<file path="src/rtl/mm_pkg.sv">
`timescale 1ns/1ps
`default_nettype none
// ============================================================================
//  Module   : mm_pkg
//  Purpose  : Shared types and constants for the 2x2 matrix MAC scheduler:
//             FSM state type, default widths and the fixed step-order table.
//  Revision : 1.0  initial release
// ============================================================================
package mm_pkg;

    localparam int MM_DW    = 8;
    localparam int MM_ACC_W = 2 * MM_DW + 1;

    typedef enum logic [1:0] {
        IDLE  = 2'd0,
        ISSUE = 2'd1,
        DRAIN = 2'd2
    } state_t;

    // Operand/result indices used by one multiply-accumulate step
    typedef struct packed {
        logic [1:0] a_idx;
        logic [1:0] b_idx;
        logic [1:0] c_idx;
    } step_t;

    // Step k occupies bits [6k+5 : 6k] as {a_idx, b_idx, c_idx}.
    // Pairs (2m, 2m+1) together form C element m.
    localparam logic [47:0] STEP_TABLE = {
        6'b11_11_11,    // k7: A3*B3 -> c11
        6'b10_01_11,    // k6: A2*B1 -> c11
        6'b11_10_10,    // k5: A3*B2 -> c10
        6'b10_00_10,    // k4: A2*B0 -> c10
        6'b01_11_01,    // k3: A1*B3 -> c01
        6'b00_01_01,    // k2: A0*B1 -> c01
        6'b01_10_00,    // k1: A1*B2 -> c00
        6'b00_00_00     // k0: A0*B0 -> c00
    };

    function automatic step_t step_lookup(input logic [2:0] k);
        return step_t'(STEP_TABLE[int'(k) * 6 +: 6]);
    endfunction

endpackage
`default_nettype wire

</file>
<file path="src/rtl/mm_mul_pipe.sv">
`timescale 1ns/1ps
`default_nettype none
// ============================================================================
//  Module   : mm_mul_pipe
//  Purpose  : Unsigned DW x DW multiplier with MUL_LAT register stages; a
//             valid bit and 3-bit step tag travel alongside the product.
//             flush clears every in-flight valid bit.
//  Revision : 1.0  initial release
// ============================================================================
module mm_mul_pipe #(
    parameter int DW      = 8,
    parameter int MUL_LAT = 1
) (
    input  logic            clk,
    input  logic            rst_n,
    input  logic            flush,
    input  logic            in_valid,
    input  logic [2:0]      in_tag,
    input  logic [DW-1:0]   a,
    input  logic [DW-1:0]   b,
    output logic            out_valid,
    output logic [2:0]      out_tag,
    output logic [2*DW-1:0] prod
);

    logic [2*DW-1:0] mult;
    logic [2*DW-1:0] prod_q [MUL_LAT];
    logic [2:0]      tag_q  [MUL_LAT];
    logic [MUL_LAT-1:0] valid_q;

    assign mult = {{DW{1'b0}}, a} * {{DW{1'b0}}, b};

    // Shift product, tag and valid through the pipeline; flush kills valids
    always_ff @(posedge clk or negedge rst_n) begin
        if (!rst_n) begin
            valid_q <= '0;
            for (int i = 0; i < MUL_LAT; i++) begin
                prod_q[i] <= '0;
                tag_q[i]  <= '0;
            end
        end else begin
            valid_q[0] <= in_valid & ~flush;
            prod_q[0]  <= mult;
            tag_q[0]   <= in_tag;
            for (int i = 1; i < MUL_LAT; i++) begin
                valid_q[i] <= valid_q[i-1] & ~flush;
                prod_q[i]  <= prod_q[i-1];
                tag_q[i]   <= tag_q[i-1];
            end
        end
    end

    assign out_valid = valid_q[MUL_LAT-1];
    assign out_tag   = tag_q[MUL_LAT-1];
    assign prod      = prod_q[MUL_LAT-1];

endmodule
`default_nettype wire

</file>
<file path="src/rtl/mm2x2_mac_scheduler.sv">
`timescale 1ns/1ps
`default_nettype none
// ============================================================================
//  Module   : mm2x2_mac_scheduler
//  Purpose  : Computes C = A x B (2x2, unsigned) with one shared pipelined
//             multiplier: 8 MAC steps in fixed order, start/busy/done
//             handshake, synchronous abort.
//  Revision : 1.0  initial release
// ============================================================================
module mm2x2_mac_scheduler
    import mm_pkg::*;
#(
    parameter int DW      = MM_DW,
    parameter int ACC_W   = 2 * DW + 1,
    parameter int MUL_LAT = 1
) (
    input  logic             clk,
    input  logic             rst_n,
    input  logic             start,
    input  logic             abort,
    input  logic [4*DW-1:0]  a_flat,
    input  logic [4*DW-1:0]  b_flat,
    output logic             busy,
    output logic             done,
    output logic             result_valid,
    output logic             start_dropped,
    output logic [ACC_W-1:0] c00,
    output logic [ACC_W-1:0] c01,
    output logic [ACC_W-1:0] c10,
    output logic [ACC_W-1:0] c11
);

    state_t           state;
    state_t           state_nxt;
    logic [4*DW-1:0]  a_snap;
    logic [4*DW-1:0]  b_snap;
    logic [2:0]       step_k;
    logic [2*DW-1:0]  acc;

    logic             accept;
    logic             drop;
    logic             issue_valid;
    logic             last_acc;

    step_t            issue_step;
    step_t            result_step;
    logic [DW-1:0]    op_a;
    logic [DW-1:0]    op_b;
    logic             pipe_valid;
    logic [2:0]       pipe_tag;
    logic [2*DW-1:0]  pipe_prod;
    logic [ACC_W-1:0] pair_sum;
    logic             unused_fields;

    // State register
    always_ff @(posedge clk or negedge rst_n) begin
        if (!rst_n) begin
            state <= IDLE;
        end else begin
            state <= state_nxt;
        end
    end

    // Next-state logic; abort overrides every transition
    always_comb begin
        state_nxt = state;
        if (abort) begin
            state_nxt = IDLE;
        end else begin
            case (state)
                IDLE:    if (accept)        state_nxt = ISSUE;
                ISSUE:   if (step_k == 3'd7) state_nxt = DRAIN;
                DRAIN:   if (last_acc)      state_nxt = IDLE;
                default:                    state_nxt = IDLE;
            endcase
        end
    end

    // Control strobes; busy stays high through the done cycle, so a start
    // arriving there counts as dropped rather than accepted
    always_comb begin
        accept      = 1'b0;
        drop        = 1'b0;
        issue_valid = 1'b0;
        last_acc    = 1'b0;
        if (!abort) begin
            accept      = (state == IDLE) && !busy && start;
            drop        = start && busy;
            issue_valid = (state == ISSUE);
            last_acc    = pipe_valid && (pipe_tag == 3'd7);
        end
    end

    assign issue_step  = step_lookup(step_k);
    assign result_step = step_lookup(pipe_tag);
    assign op_a        = a_snap[issue_step.a_idx * DW +: DW];
    assign op_b        = b_snap[issue_step.b_idx * DW +: DW];
    assign pair_sum    = ACC_W'(acc) + ACC_W'(pipe_prod);
    assign unused_fields = ^{issue_step.c_idx, result_step.a_idx, result_step.b_idx};

    mm_mul_pipe #(
        .DW      (DW),
        .MUL_LAT (MUL_LAT)
    ) u_mul (
        .clk       (clk),
        .rst_n     (rst_n),
        .flush     (abort),
        .in_valid  (issue_valid),
        .in_tag    (step_k),
        .a         (op_a),
        .b         (op_b),
        .out_valid (pipe_valid),
        .out_tag   (pipe_tag),
        .prod      (pipe_prod)
    );

    // Operand snapshot on acceptance and step counter during ISSUE
    always_ff @(posedge clk or negedge rst_n) begin
        if (!rst_n) begin
            a_snap <= '0;
            b_snap <= '0;
            step_k <= '0;
        end else if (abort) begin
            step_k <= '0;
        end else if (accept) begin
            a_snap <= a_flat;
            b_snap <= b_flat;
            step_k <= '0;
        end else if (issue_valid) begin
            step_k <= step_k + 3'd1;
        end
    end

    // Even steps load the partial product, odd steps finish one C element
    always_ff @(posedge clk or negedge rst_n) begin
        if (!rst_n) begin
            acc <= '0;
            c00 <= '0;
            c01 <= '0;
            c10 <= '0;
            c11 <= '0;
        end else if (pipe_valid && !abort) begin
            if (!pipe_tag[0]) begin
                acc <= pipe_prod;
            end else begin
                case (result_step.c_idx)
                    2'd0:    c00 <= pair_sum;
                    2'd1:    c01 <= pair_sum;
                    2'd2:    c10 <= pair_sum;
                    default: c11 <= pair_sum;
                endcase
            end
        end
    end

    // Handshake outputs
    always_ff @(posedge clk or negedge rst_n) begin
        if (!rst_n) begin
            busy          <= 1'b0;
            done          <= 1'b0;
            result_valid  <= 1'b0;
            start_dropped <= 1'b0;
        end else begin
            done          <= last_acc;
            start_dropped <= drop;
            if (abort) begin
                busy <= 1'b0;
            end else if (accept) begin
                busy <= 1'b1;
            end else if (done) begin
                busy <= 1'b0;
            end
            if (accept) begin
                result_valid <= 1'b0;
            end else if (last_acc) begin
                result_valid <= 1'b1;
            end
        end
    end

endmodule
`default_nettype wire
</file>
<file path="config.mk">
export PLATFORM = sky130hd
export DESIGN_NAME = mm2x2_mac_scheduler
export DESIGN_NICKNAME = d
export VERILOG_FILES = /design/src/rtl/mm_pkg.sv /design/src/rtl/mm_mul_pipe.sv /design/src/rtl/mm2x2_mac_scheduler.sv
export SDC_FILE = /design/constraint.sdc
export NUM_CORES = 1
export LEC_CHECK = 0
export CORE_UTILIZATION = 45
export CTS_CLUSTER_SIZE = 25
export DETAILED_ROUTE_END_ITERATION = 10
export GPL_ROUTABILITY_DRIVEN = 0
export PLACE_DENSITY = 0.68
export SLEW_MARGIN = 10
export SYNTH_ARGS = -nofsm -noshare
export SYNTH_HDL_FRONTEND = slang
export SYNTH_HIERARCHICAL = 1
export SYNTH_SLANG_ARGS = --single-unit
</file>
<file path="constraint.sdc">
create_clock -name clk -period 12.7 [get_ports clk]
set_clock_uncertainty 0.1 [all_clocks]
set_input_delay 1.905 -clock clk [delete_from_list [all_inputs] [get_ports clk]]
set_output_delay 1.905 -clock clk [all_outputs]
set_load 0.05 [all_outputs]
</file>
==> results by group <==
Outcome
  – Outcome: finished clean

Critical path
  – Critical Path AT: 5.77 ns
  – WS Path Type: flop to flop
  – CP max FO: 20
  – Critical path required time: 12.92 ns
  – Slack of the worst reg-to-reg path: 7.16 ns
  – Critical Path Source Type: flop
  – Crit. End Element: flop

Final layout
  – Area Growth Syn to Fin: 22.8%
  – Inserted Diodes: 0
  – Layout cells sized above 1: 18.9%
  – Fillcell total: 1,822
  – Final #Nets: 1,151

Clocking
  – Root buf cell: clkbuf_16
  – Hold-fix buffers at CTS: 0
  – Worst-skew pair later-pin latency: 0.43 ns
  – CTS sink count: 177
  – Maximum buffer depth of the clock tree: 2
  – Total CTS buffers: 17
  – Clock-pin slew on the worst setup and hold paths: 0.07 ns
  – Cts repair resizes: 0
  – Clock tree from TritonCTS: done
  – Post-CTS Setup Inserts: 0
  – Max H-tree Level: 4

Die
  – Die W: 151 µm
  – Die height: 151 µm
  – Core area: 21,800 µm²
  – Core Rows: 54
  – Initial Utilization: 45.8%
  – Die Area: 22,700 µm²
  – Num ports: 140

Min path
  – HP Class: flop to flop

Yosys
  – Number of synthesized flops with an enable pin: 0
  – Simple-Gate Fraction of Synth Area: 12.1%
  – Synth Net Count: 1,019
  – Synthesized-area fraction occupied by adder cells: 14.2%
  – Synth top area cells: dfrtp_1, mux2_2, fa_1
  – Mapped cell area: 9950 µm²
  – Most used DFF post-synth: dfrtp_1
  – XOR/XNOR Fraction of Synth Area: 1.23%
  – Largest family of logic cells by synthesized area: multiplexers
  – Post-synth ARST share: 100%
  – Synth cell types: 63
  – Seq cells post-synth: 177
  – Synth Warn #: 6
  – Most area-hungry cell type in the Yosys netlist: dfrtp_1
  – Synth Area in Compound Gates: 7.93%
  – Syn Inst Count: 860
  – Post-synth top area share: 44.5%
  – Mean Syn Cell Area: 11.6 µm²
  – Sequential share of the synthesized area: 44.5%
  – Multiplexer share of the synthesized area: 16.3%

Timing
  – Final setup violation count: 0
  – Final hold vios: 0
  – Worst slew margin: 37.2%
  – Worst-Margin Slew: 0.941 ns
  – Setup TNS after final layout: 0 ns
  – Minimum clock period: 5.54 ns
  – Final period utilization: 43.7%
  – Final Max Slew Viols: 0
  – Fmax: 180 MHz
  – RSZ-0062 raised after global routing: no

Global routing
  – GR Overflow Total: 0
  – All-layer global routing usage: 19.4%
  – Vias in the first global route: 6,942
  – First-pass GRT wire length: 34.5 mm
  – Initial antenna violation count: 0
  – Largest net degree at the start of global routing: 90

Detailed routing
  – Drt wl/cell: 15.7 µm
  – ANT nets after route: 0
  – DRC: 0
  – Via count: 6,757
  – Pre-Repair DR Iteration Count: 4
  – WL final: 20.2 mm
  – DRT iter0 DRCs: 265
  – Vias per std cell: 5.26

Run
  – Max-cap viol count: 0

Placed design
  – Port Buffers: 139
  – Detailed Place HPWL: 15.3 mm
==> state kept, by name (all words and copies together), names as in the netlist, 2 cells and up <==
signal,cells
acc,16
c00,17
c11,17
c10,17
b_snap,32
u_mul/prod,16
u_mul/out_tag,3
c01,17
a_snap,32
step_k,3
state,2
==> worst max-delay path: stages, from the launching register on <==
cell and delay [ns]:
dfrtp_1 0.96, mux4_2 0.69, and2_1 0.21, fa_1 0.53, inv_1 0.05, fa_1 0.47
inv_1 0.05, fa_1 0.52, inv_1 0.05, fa_1 0.52, inv_1 0.04, ha_1 0.33
o21a_1 0.14, o31a_4 0.13, o311ai_0 0.38, nand4b_1 0.13, o311ai_0 0.12
==> cells in the final DEF, fill, tap and decap left out, types with 16 or more instances in the layout <==
master / n
a21oi_1: 27
and2_1: 53
clkbuf_16: 17
clkdlybuf4s50_1: 138
dfrtp_1: 177
fa_1: 37
ha_1: 54
inv_1: 56
mux2_2: 111
mux4_2: 16
nand2_1: 111
nor2_1: 27
o21ai_0: 36
==> cell families (layout without fill, tap and decap cells) <==
| logic type | count (synthesis) | after routing |
|---|---|---|
| AOI/OAI and AO/OA | 115 | 115 |
| xor gates and xnor gates | 14 | 14 |
| adders and majority gates | 91 | 91 |
| buffers and inverters | 91 | 236 |
| DFF | 177 | 177 |
| muxes | 128 | 128 |
| and+or+nand+nor | 244 | 244 |
==> cell type report <==
cell class | count | area [µm²] | area share (%)
Multi-Input combinational cell | 592 | 5160 | 42.2
Tap cell | 280 | 350 | 2.87
Sequential cell | 177 | 4430 | 36.2
Timing Repair Buffer | 147 | 1470 | 12.0
Clock buffer | 17 | 425 | 3.48
Inverter | 57 | 214 | 1.75
Clock inverter | 15 | 178 | 1.45
==> Yosys cell counts (all sizes together), types with 2 or more instances <==
cell type and instances:
dfrtp 177, mux2 111, nand2 111, inv 56
and2 54, ha 54, fa 37, o21ai 36
a21oi 28, nor2 27, buf 21, mux4 16
clkbuf 13, nor3 8, nand4 7, xnor2 7
xor2 7, a21o 6, nand3 6, o21bai 6
a211o 5, a211oi 5, nand2b 5, nor4 5
o21a 5, nand3b 4, nor2b 4, o311ai 4
a31o 3, o31ai 3, or2 3, or3 3
a21boi 2, a22o 2, nor3b 2, o211ai 2
==> worst paths after layout <==
path / depth (start not counted) / endpoint / startpoint
min in group asynchronous: 1 / c11[5] / rst_n
worst max-delay path: 16 / u_mul/prod[13] / step_k[0]
worst min register to register: 2 / c01[12] / c01[12]
max in group asynchronous: 3 / a_snap[31] / rst_n
worst max register to register: 16 / u_mul/prod[13] / step_k[0]
worst min-delay path: 2 / c01[12] / c01[12]
==> metrics by stage <==
stage | worst slack, ns | cells | util (%) | area, µm² | hold WS [ns]
2_1_floorplan | 7.42 | 860 | - | 9950 | 0.276
3_3_place_gp | 7.20 | 1252 | 53.3 | 11600 | 0.362
3_5_place_dp | 7.15 | 1252 | 53.3 | 11600 | 0.366
4_1_cts | 7.16 | 1284 | 56.1 | 12200 | 0.384
5_1_grt | 6.88 | 1285 | 56.2 | 12200 | 0.396
6_report | 7.16 | 1285 | 56.2 | 12200 | 0.377
==> layer usage <==
metal,vias to the layer above,GRT usage [%],wire length [µm]
met5,-,0,0
met1,3344,26.5,9440
met4,0,6.40,339
met3,27,3.00,739
li1,3228,-,-
met2,158,31.7,9660
Power is not shown: default switching activity piles up to over one toggle a cycle in this logic, so the estimate is an artifact.
